$ cat src/rtl/instr_fetch_unit.sv
// Instruction fetch stage feeding simple_cpu: writable instruction memory, program
// counter and a FETCH/ISSUE/WAIT handshake that stops on a HALT sentinel word.
module instr_fetch_unit #(
    parameter int unsigned                INSTR_WIDTH = 20,
    parameter int unsigned                PC_BITS     = 5,
    parameter logic [INSTR_WIDTH-1:0]     HALT_WORD   = 20'hFFFFF
) (
    input  logic                   clk,
    input  logic                   rst,
    input  logic                   prog_we,
    input  logic [PC_BITS-1:0]     prog_addr,
    input  logic [INSTR_WIDTH-1:0] prog_data,
    input  logic                   start,
    input  logic                   cpu_done,
    input  logic                   jump_en,
    input  logic [PC_BITS-1:0]     jump_addr,
    output logic [INSTR_WIDTH-1:0] instruction,
    output logic                   instr_valid,
    output logic [PC_BITS-1:0]     pc,
    output logic                   busy,
    output logic                   halted
);

    typedef enum logic [2:0] {
        S_IDLE,
        S_FETCH,
        S_ISSUE,
        S_WAIT,
        S_HALT
    } state_t;

    state_t                 state_q, state_d;
    logic [PC_BITS-1:0]     pc_q, pc_d;
    logic [INSTR_WIDTH-1:0] fetch_q, fetch_d;
    logic [INSTR_WIDTH-1:0] instr_q, instr_d;
    logic                   valid_q, valid_d;
    logic                   mem_we;

    logic [INSTR_WIDTH-1:0] mem_q [2**PC_BITS];

    always_comb begin
        state_d = state_q;
        pc_d    = pc_q;
        fetch_d = fetch_q;
        instr_d = instr_q;
        valid_d = 1'b0;
        mem_we  = prog_we && (state_q == S_IDLE || state_q == S_HALT);
        unique case (state_q)
            S_IDLE, S_HALT: begin
                if (start) begin
                    state_d = S_FETCH;
                    pc_d    = '0;
                end
            end
            S_FETCH: begin
                fetch_d = mem_q[pc_q];
                state_d = S_ISSUE;
            end
            S_ISSUE: begin
                // The sentinel is never issued; pc is left pointing at it.
                if (fetch_q == HALT_WORD) begin
                    state_d = S_HALT;
                end else begin
                    instr_d = fetch_q;
                    valid_d = 1'b1;
                    state_d = S_WAIT;
                end
            end
            S_WAIT: begin
                if (cpu_done) begin
                    pc_d    = jump_en ? jump_addr : pc_q + PC_BITS'(1);
                    state_d = S_FETCH;
                end
            end
            default: state_d = S_IDLE;
        endcase
    end

    always_ff @(posedge clk or posedge rst) begin
        if (rst) begin
            state_q <= S_IDLE;
            pc_q    <= '0;
            fetch_q <= '0;
            instr_q <= '0;
            valid_q <= 1'b0;
        end else begin
            state_q <= state_d;
            pc_q    <= pc_d;
            fetch_q <= fetch_d;
            instr_q <= instr_d;
            valid_q <= valid_d;
        end
    end

    // Program memory survives reset, so it lives outside the reset domain.
    always_ff @(posedge clk) begin
        if (mem_we) begin
            mem_q[prog_addr] <= prog_data;
        end
    end

    assign instruction = instr_q;
    assign instr_valid = valid_q;
    assign pc          = pc_q;
    assign busy        = (state_q == S_FETCH) || (state_q == S_ISSUE) || (state_q == S_WAIT);
    assign halted      = (state_q == S_HALT);

endmodule

$ cat config.mk
export PLATFORM = sky130hd
export DESIGN_NAME = instr_fetch_unit
export DESIGN_NICKNAME = d
export VERILOG_FILES = /design/src/rtl/instr_fetch_unit.sv
export SDC_FILE = /design/constraint.sdc
export NUM_CORES = 1
export LEC_CHECK = 0
export CORE_MARGIN = 3
export CORE_UTILIZATION = 49
export CTS_CLUSTER_DIAMETER = 40
export CTS_CLUSTER_SIZE = 8
export DETAILED_ROUTE_END_ITERATION = 10
export PLACE_DENSITY = 0.71
export SLEW_MARGIN = 10
export SYNTH_ARGS = -nofsm -noshare
export SYNTH_HDL_FRONTEND = slang
export SYNTH_SLANG_ARGS = --single-unit
$ cat constraint.sdc
create_clock -name clk -period 3.2 [get_ports clk]
set_clock_uncertainty 0.05 [all_clocks]
set_input_delay 0.8 -clock clk [delete_from_list [all_inputs] [get_ports clk]]
set_output_delay 0.8 -clock clk [all_outputs]
set_load 0.02 [all_outputs]
==> results_dict.tcl, run 1 <==
set metrics [dict create \
    run_status "complete, no violations" \
    detail_route.iter0.violations 1669 \
    worst_slew_pin_slew_ns 0.8853 \
    worst_r2r_path_depth 6 \
    final_count_of_negative_setup_slack_endpoints 0 \
    synth.yosys.seq_area_share_pct 76.61 \
    postLayoutCoreUtil_pct 59.69 \
    remaining_drc_errors 0 \
    vdd_drop_max_mv 0.4940 \
    critical_path.max_stage_delay_ns 0.79 \
    most_common_cell_after_layout_fill_and_taps_aside "edfxtp_1" \
    mappedNetlistArea_um2 26690 \
    maxClockFrequency_mhz 333.2 \
    number_of_library_cell_types_mapped_by_synthesis 45 \
    multi_input_area_um2 5879 \
    first_pass_iters 5 \
    grt_first_pass_wirelength_um 91640 \
    ctsHtreeMaxLevel 3 \
    cts_inserted_buffers 100 \
    min_period_ns 3.001 \
    n_antenna_cell 0 \
    internal-power_mw 19.09 \
    grtUsageMet3_pct 4.698 \
    io_pins 64 \
    pins_over_their_slew_limit 0 \
    worst_path_dominant_cell_family "buffers and inverters" \
    power-per-cell-area_nw_per_um2 840.9 \
    syn-num-nets 1374 \
    clk-insertion-delay-late_ns 0.63 \
    drive_gt1_share_pct 25.16 \
    synth.largest_area_cell "edfxtp_1" \
    final_critical_path_setup_slack_ns 0.1989 \
    final_cell_mix "640 x edfxtp_1, 109 x mux4_2, 101 x clkbuf_16" \
    cts-resized-gates 0 \
    finalCritPeriodShare_pct 93.78 \
    die_x_um 239.4 \
    max-cap-violations 0 \
    net_sw_power_mw 7.604 \
    area.sequential_um2 20450 \
    clk_transition_reported_paths_ns 0.05 \
    cp_data_required_time_ns 2.35 \
    dr_total_vias 13860 \
    cts.repair_timing.setup_buffer_count 0 \
    floorplan.die_area_um2 57300 \
    area_growth_pct 18.94 \
    worst_hold_path.num_cells 1 \
    tritoncts_clock_tree "done" \
    crit_path_max_fanout 28 \
    critPathArrivalTime_ns 2.15 \
    rsz0062_at_grt "false" \
    global_route.usage.met1_pct 30.09 \
    vias_per_cell 6.104 \
    tns_ns 0 \
    synth.avg_cell_area_um2 19.96 \
    post-synth-top-area-fraction_pct 72.01 \
    core-area_um2 53180 \
    final_hold_viol_count 0 \
    antenna_violations_before_repair 0 \
    start_util_pct 50.18 \
    clk_path_buf_depth 3 \
    criticalPathCategory "register to primary output" \
    worstSetupEndpointType "primary output" \
    switching_share_pct 28.49 \
    drtAntennaViolNets 0 \
    crit_cells 1 \
    hold_path.class "register to register" \
    grtUsageTotal_pct 21.79 \
    critical_path.startpoint_type "register" \
    via_count_of_the_first_global_routing_pass 14110 \
    holdBufCountCts 0 \
    placement.setup.worst_slack_ns 0.2865 \
    final_hold_slack_ns 0.4522 \
    combPwrFrac_pct 24.3 \
    wire_per_inst_um 26.86 \
    maximum_number_of_pins_on_one_net_before_global_route_repair 48 \
    clock_sink_count 689 \
    pwr-share-clk_pct 35.2 \
    worst_path_max_delay_cell "clkdlybuf4s50_1" \
    synth_top_cells_by_area "edfxtp_1 72%, mux4_2 9.2%, dfrtp_1 4.6%" \
    rows 84 \
    gr-usage-met2_pct 34.47 \
    postSynthRegisterBits 689 \
    gr-max-usage-layer "met2" \
    final_net_count 1570 \
    slew-limit-headroom_pct 40.90 \
    yosys_warnings 0 \
    clock_tree.root_cell "clkbuf_16" \
    postRouteWirelength_um 60970 \
    grt.overflow.total 0 \
    number_of_filler_instances_in_the_final_layout 3686 \
    leakagePower_nw 10.17 \
    cp.buffers_inverters 1 \
    post-layout-total-power_mw 26.69 \
    die_h_um 239.4 \
    synthesis.instances 1337 \
    place.port_buffers 63 \
    seq_power_share_pct 40.5 \
    worstPathCellList "clkdlybuf4s50_1" \
    finalWeightedCongestion 0.8780 \
    hpwlAfterDp_um 37940 \
]
## worst register-to-register path, cell delays in order (launching register included)
cell     delay, ns
dfrtp_1       0.45
nor2_1        0.29
buf_4         0.24
nand2_1       0.08
or3_1         0.60
nor2_2        0.40
buf_12        0.20
## synth_stat cells, drive strengths merged
master / n
nor3: 9
nor2: 58
nand4b: 1
nand2: 35
or3: 9
dfrtp: 49
a22oi: 56
nand2b: 4
edfxtp: 640
a221oi: 5
o31a: 9
a41oi: 9
nor3b: 3
nand4: 7
and3: 1
nand3b: 3
a32oi: 7
nand3: 12
and2: 5
o22ai: 13
a22o: 3
nor4b: 1
buf: 49
o31ai: 1
o21ai: 24
a2111oi: 7
nor2b: 13
or3b: 2
mux2: 35
mux4: 109
or2: 1
a211oi: 3
inv: 1
a31oi: 1
a21oi: 34
ha: 1
mux2i: 96
clkbuf: 21
## routing by layer
layer  vias to the layer above  routed length, um
met4                         0               1858
met1                      7176              24540
met2                       678              29190
li1                       5899                  -
met3                       104               5387
met5                         -                  0
## registers in the layout, summed over array words and instances (netlist names)
signal / cells
fetch_q: 20
pc: 5
instr_valid: 1
state_q: 3
mem_q: 640
instruction: 20
## final timing paths
check	slack (ns)	endpoint	startpoint
worst max register to register	0.59	mem_q[24][9]	state_q[0]
worst min register to register	0.45	instruction[14]	instruction[14]
worst min-delay path	0.45	instruction[14]	instruction[14]
worst max-delay path	0.20	pc[0]	pc[0]
min in group asynchronous	0.65	state_q[1]	rst
max in group asynchronous	1.78	instruction[6]	rst
## area by class of cell
class,count,area share [%]
Timing Repair Buffer,164,5.440
Tap cell,688,2.712
Sequential cell,689,64.43
Clock buffer,137,8.419
Multi-Input combinational cell,577,18.52
Clock inverter,14,0.4612
Inverter,1,0.01183
## stage by stage
step,std cells,cell area [um^2]
after floorplan,1337,26690
after CTS,2270,31740
final,2270,31740
after detailed placement,2119,28920
after global routing,2270,31740
after global placement,2119,28920
## power by group through the flow
stage / combinational [mW] / clock [mW] / sequential (mW)
2_1_floorplan: 4.42 / 0 / 10.7
3_3_place_gp: 6.39 / 0 / 10.9
3_5_place_dp: 6.48 / 0 / 10.9
4_1_cts: 6.53 / 9.51 / 10.8
5_1_grt: 6.91 / 9.92 / 10.8
6_report: 6.50 / 9.39 / 10.8
## cells by family (layout without fill, tap and decap cells)
group                    after synthesis  after routing  synth area share, %
multiplexers                         240            240                14.28
adder cells (fa/ha/maj)                1              1              0.04687
buffers and inverters                 71            316                1.683
AO/OA/AOI/OAI                        172            172                4.426
AND/OR/NAND/NOR                      164            164                2.963
flip-flops                           689            689                76.61
(Power assumes the default switching activity.)
==> inputs of run 2 (changes only) <==
- CAP_MARGIN: default -> 20
==> results of run 2 <==
Same layout as run 1: the final DEF is identical, and so are final timing and power.
==> inputs of run 3 (changes only) <==
- CORE_MARGIN: 3 -> 5
==> run 3 against run 2 <==
  * Worst setup slack worse by 0.061 ns
  * Clock power rose by 3.6%
  * Utilization decreased by 0.43 points
  * Wire length rose by 1.2%
  * Register-to-register slack got worse by 0.10 ns
  * Fmax down 2.0%
  * Power is 1.4% higher
  * Sequential share of layout area down 0.42 points
  * Die area is 3.4% higher
  * Via count grew 0.32%
  * Final cell count increased by 0.93%
  * Global-route usage decreased by 1.0 points
  * Critical path type unchanged
==> results_dict.tcl, run 3 (same netlist as run 1, synthesis figures left out) <==
set metrics [dict create \
    cp_data_required_time_ns 2.35 \
    pins_over_their_slew_limit 0 \
    dr_total_vias 13900 \
    cts_inserted_buffers 103 \
    placement.setup.worst_slack_ns 0.4205 \
    hold_path.class "register to register" \
    finalCritPeriodShare_pct 95.70 \
    first_pass_iters 5 \
    clk_transition_reported_paths_ns 0.05 \
    core-area_um2 53920 \
    slew-limit-headroom_pct 30.50 \
    final_count_of_negative_setup_slack_endpoints 0 \
    critical_path.reg2reg.startpoint "pc[2]" \
    finalWeightedCongestion 0.8400 \
    clk_path_buf_depth 3 \
    layout.cells.non_filler 2291 \
    most_common_cell_after_layout_fill_and_taps_aside "edfxtp_1" \
    area_growth_pct 19.73 \
    vias_per_cell 6.068 \
    grt_first_pass_wirelength_um 92130 \
    final_hold_viol_count 0 \
    crit_path_max_fanout 8 \
    final_cell_mix "640 x edfxtp_1, 109 x mux4_2, 104 x clkbuf_16" \
    start_util_pct 49.50 \
    via_count_of_the_first_global_routing_pass 14390 \
    vdd_drop_max_mv 0.6727 \
    critPathArrivalTime_ns 2.21 \
    max-cap-violations 0 \
    io_pins 64 \
    die_h_um 243.4 \
    worst_r2r_path_depth 6 \
    holdBufCountCts 0 \
    leakagePower_nw 10.25 \
    drtAntennaViolNets 0 \
    setup.reg_to_reg.worst_slack_ns 0.49 \
    remaining_drc_errors 0 \
    rows 85 \
    worst_hold_path.num_cells 1 \
    wire_per_inst_um 26.94 \
    total_placed_cells_including_tap_cells 2127 \
    criticalPathCategory "register to primary output" \
    final_critical_path_setup_slack_ns 0.1376 \
    worst_slew_pin_slew_ns 1.039 \
    critical_path.startpoint_type "register" \
    clk-insertion-delay-late_ns 0.64 \
    worstSetupEndpointType "primary output" \
    antenna_violations_before_repair 0 \
    crit-reg2reg-capture "fetch_q[9]" \
    top_register "mem_q" \
    detail_route.iter0.violations 1438 \
    tritoncts_clock_tree "done" \
    origin_of_the_worst_setup_path "state_q[0]" \
    rsz0062_at_grt "false" \
    floorplan.die_area_um2 59230 \
    clock_tree.root_cell "clkbuf_16" \
    run_status "complete, no violations" \
    postRouteWirelength_um 61730 \
    min_period_ns 3.062 \
    hold-path-endpoint "instruction[12]" \
    n_antenna_cell 0 \
    die_x_um 243.4 \
    maximum_number_of_pins_on_one_net_before_global_route_repair 45 \
    tns_ns 0 \
    final_net_count 1573 \
    cts.repair_timing.setup_buffer_count 0 \
    clock_sink_count 689 \
    grtUsageTotal_pct 20.78 \
    grt.overflow.total 0 \
    cts-resized-gates 0 \
    ctsHtreeMaxLevel 3 \
    place.port_buffers 63 \
    max_reg_flops 640 \
    drive_gt1_share_pct 25.64 \
    maxClockFrequency_mhz 326.5 \
    power-per-cell-area_nw_per_um2 847.2 \
    start_point_of_the_worst_min_delay_path "instruction[12]" \
    hpwlAfterDp_um 38200 \
]
-- run 3: worst max-delay path: stages (launching register included) --
cell and delay (ns):
dfrtp_1 0.47, nor2_1 0.33, and2_1 0.18, clkdlybuf4s50_1 0.60
-- run 3: final cells by class --
type	count	area, um^2
repair buffers	164	1752
clock buffers	146	2800
fillers	3783	21970
inverters	1	3.754
multi-input cells	577	5892
clock inverters	18	180.2
flip-flops and latches	689	20460
well taps	696	870.8
-- run 3: worst max path at each step --
stage                         to  slack [ns]  cells past startpoint
global route              halted        0.01                      3
finish                    halted        0.14                      3
detailed placement  mem_q[24][3]        0.42                      6
CTS                        pc[1]        0.10                      1
floorplan           mem_q[12][0]        0.53                      3
global placement    mem_q[24][6]        0.44                      6
-- run 3: where the power goes --
| group | internal, mW | switching [mW] |
|---|---|---|
| logic | 3.03 | 3.45 |
| registers | 10.2 | 0.630 |
| clock network | 6.08 | 3.66 |
-- run 3: routing by layer --
metal | part of all wire [%] | vias to the layer above | GRT usage, % | routed length (um)
met2 | 48 | 664 | 33.21 | 29920
met5 | 0 | - | 0 | 0
met3 | 8.5 | 126 | 4.954 | 5227
met4 | 3.9 | 0 | 8.879 | 2408
li1 | - | 5923 | - | -
met1 | 39 | 7189 | 27.70 | 24170
-- run 3: through the flow --
step           power [mW]  hold WS (ns)  util [%]  area, um^2
2_1_floorplan       15.16        0.4516         -       26690
5_1_grt             28.12        0.4874     59.26       31950
3_3_place_gp        17.36        0.4465     53.73       28970
4_1_cts             27.22        0.4617     59.26       31950
6_report            27.07        0.4535     59.26       31950
3_5_place_dp        17.44        0.4509     53.73       28970
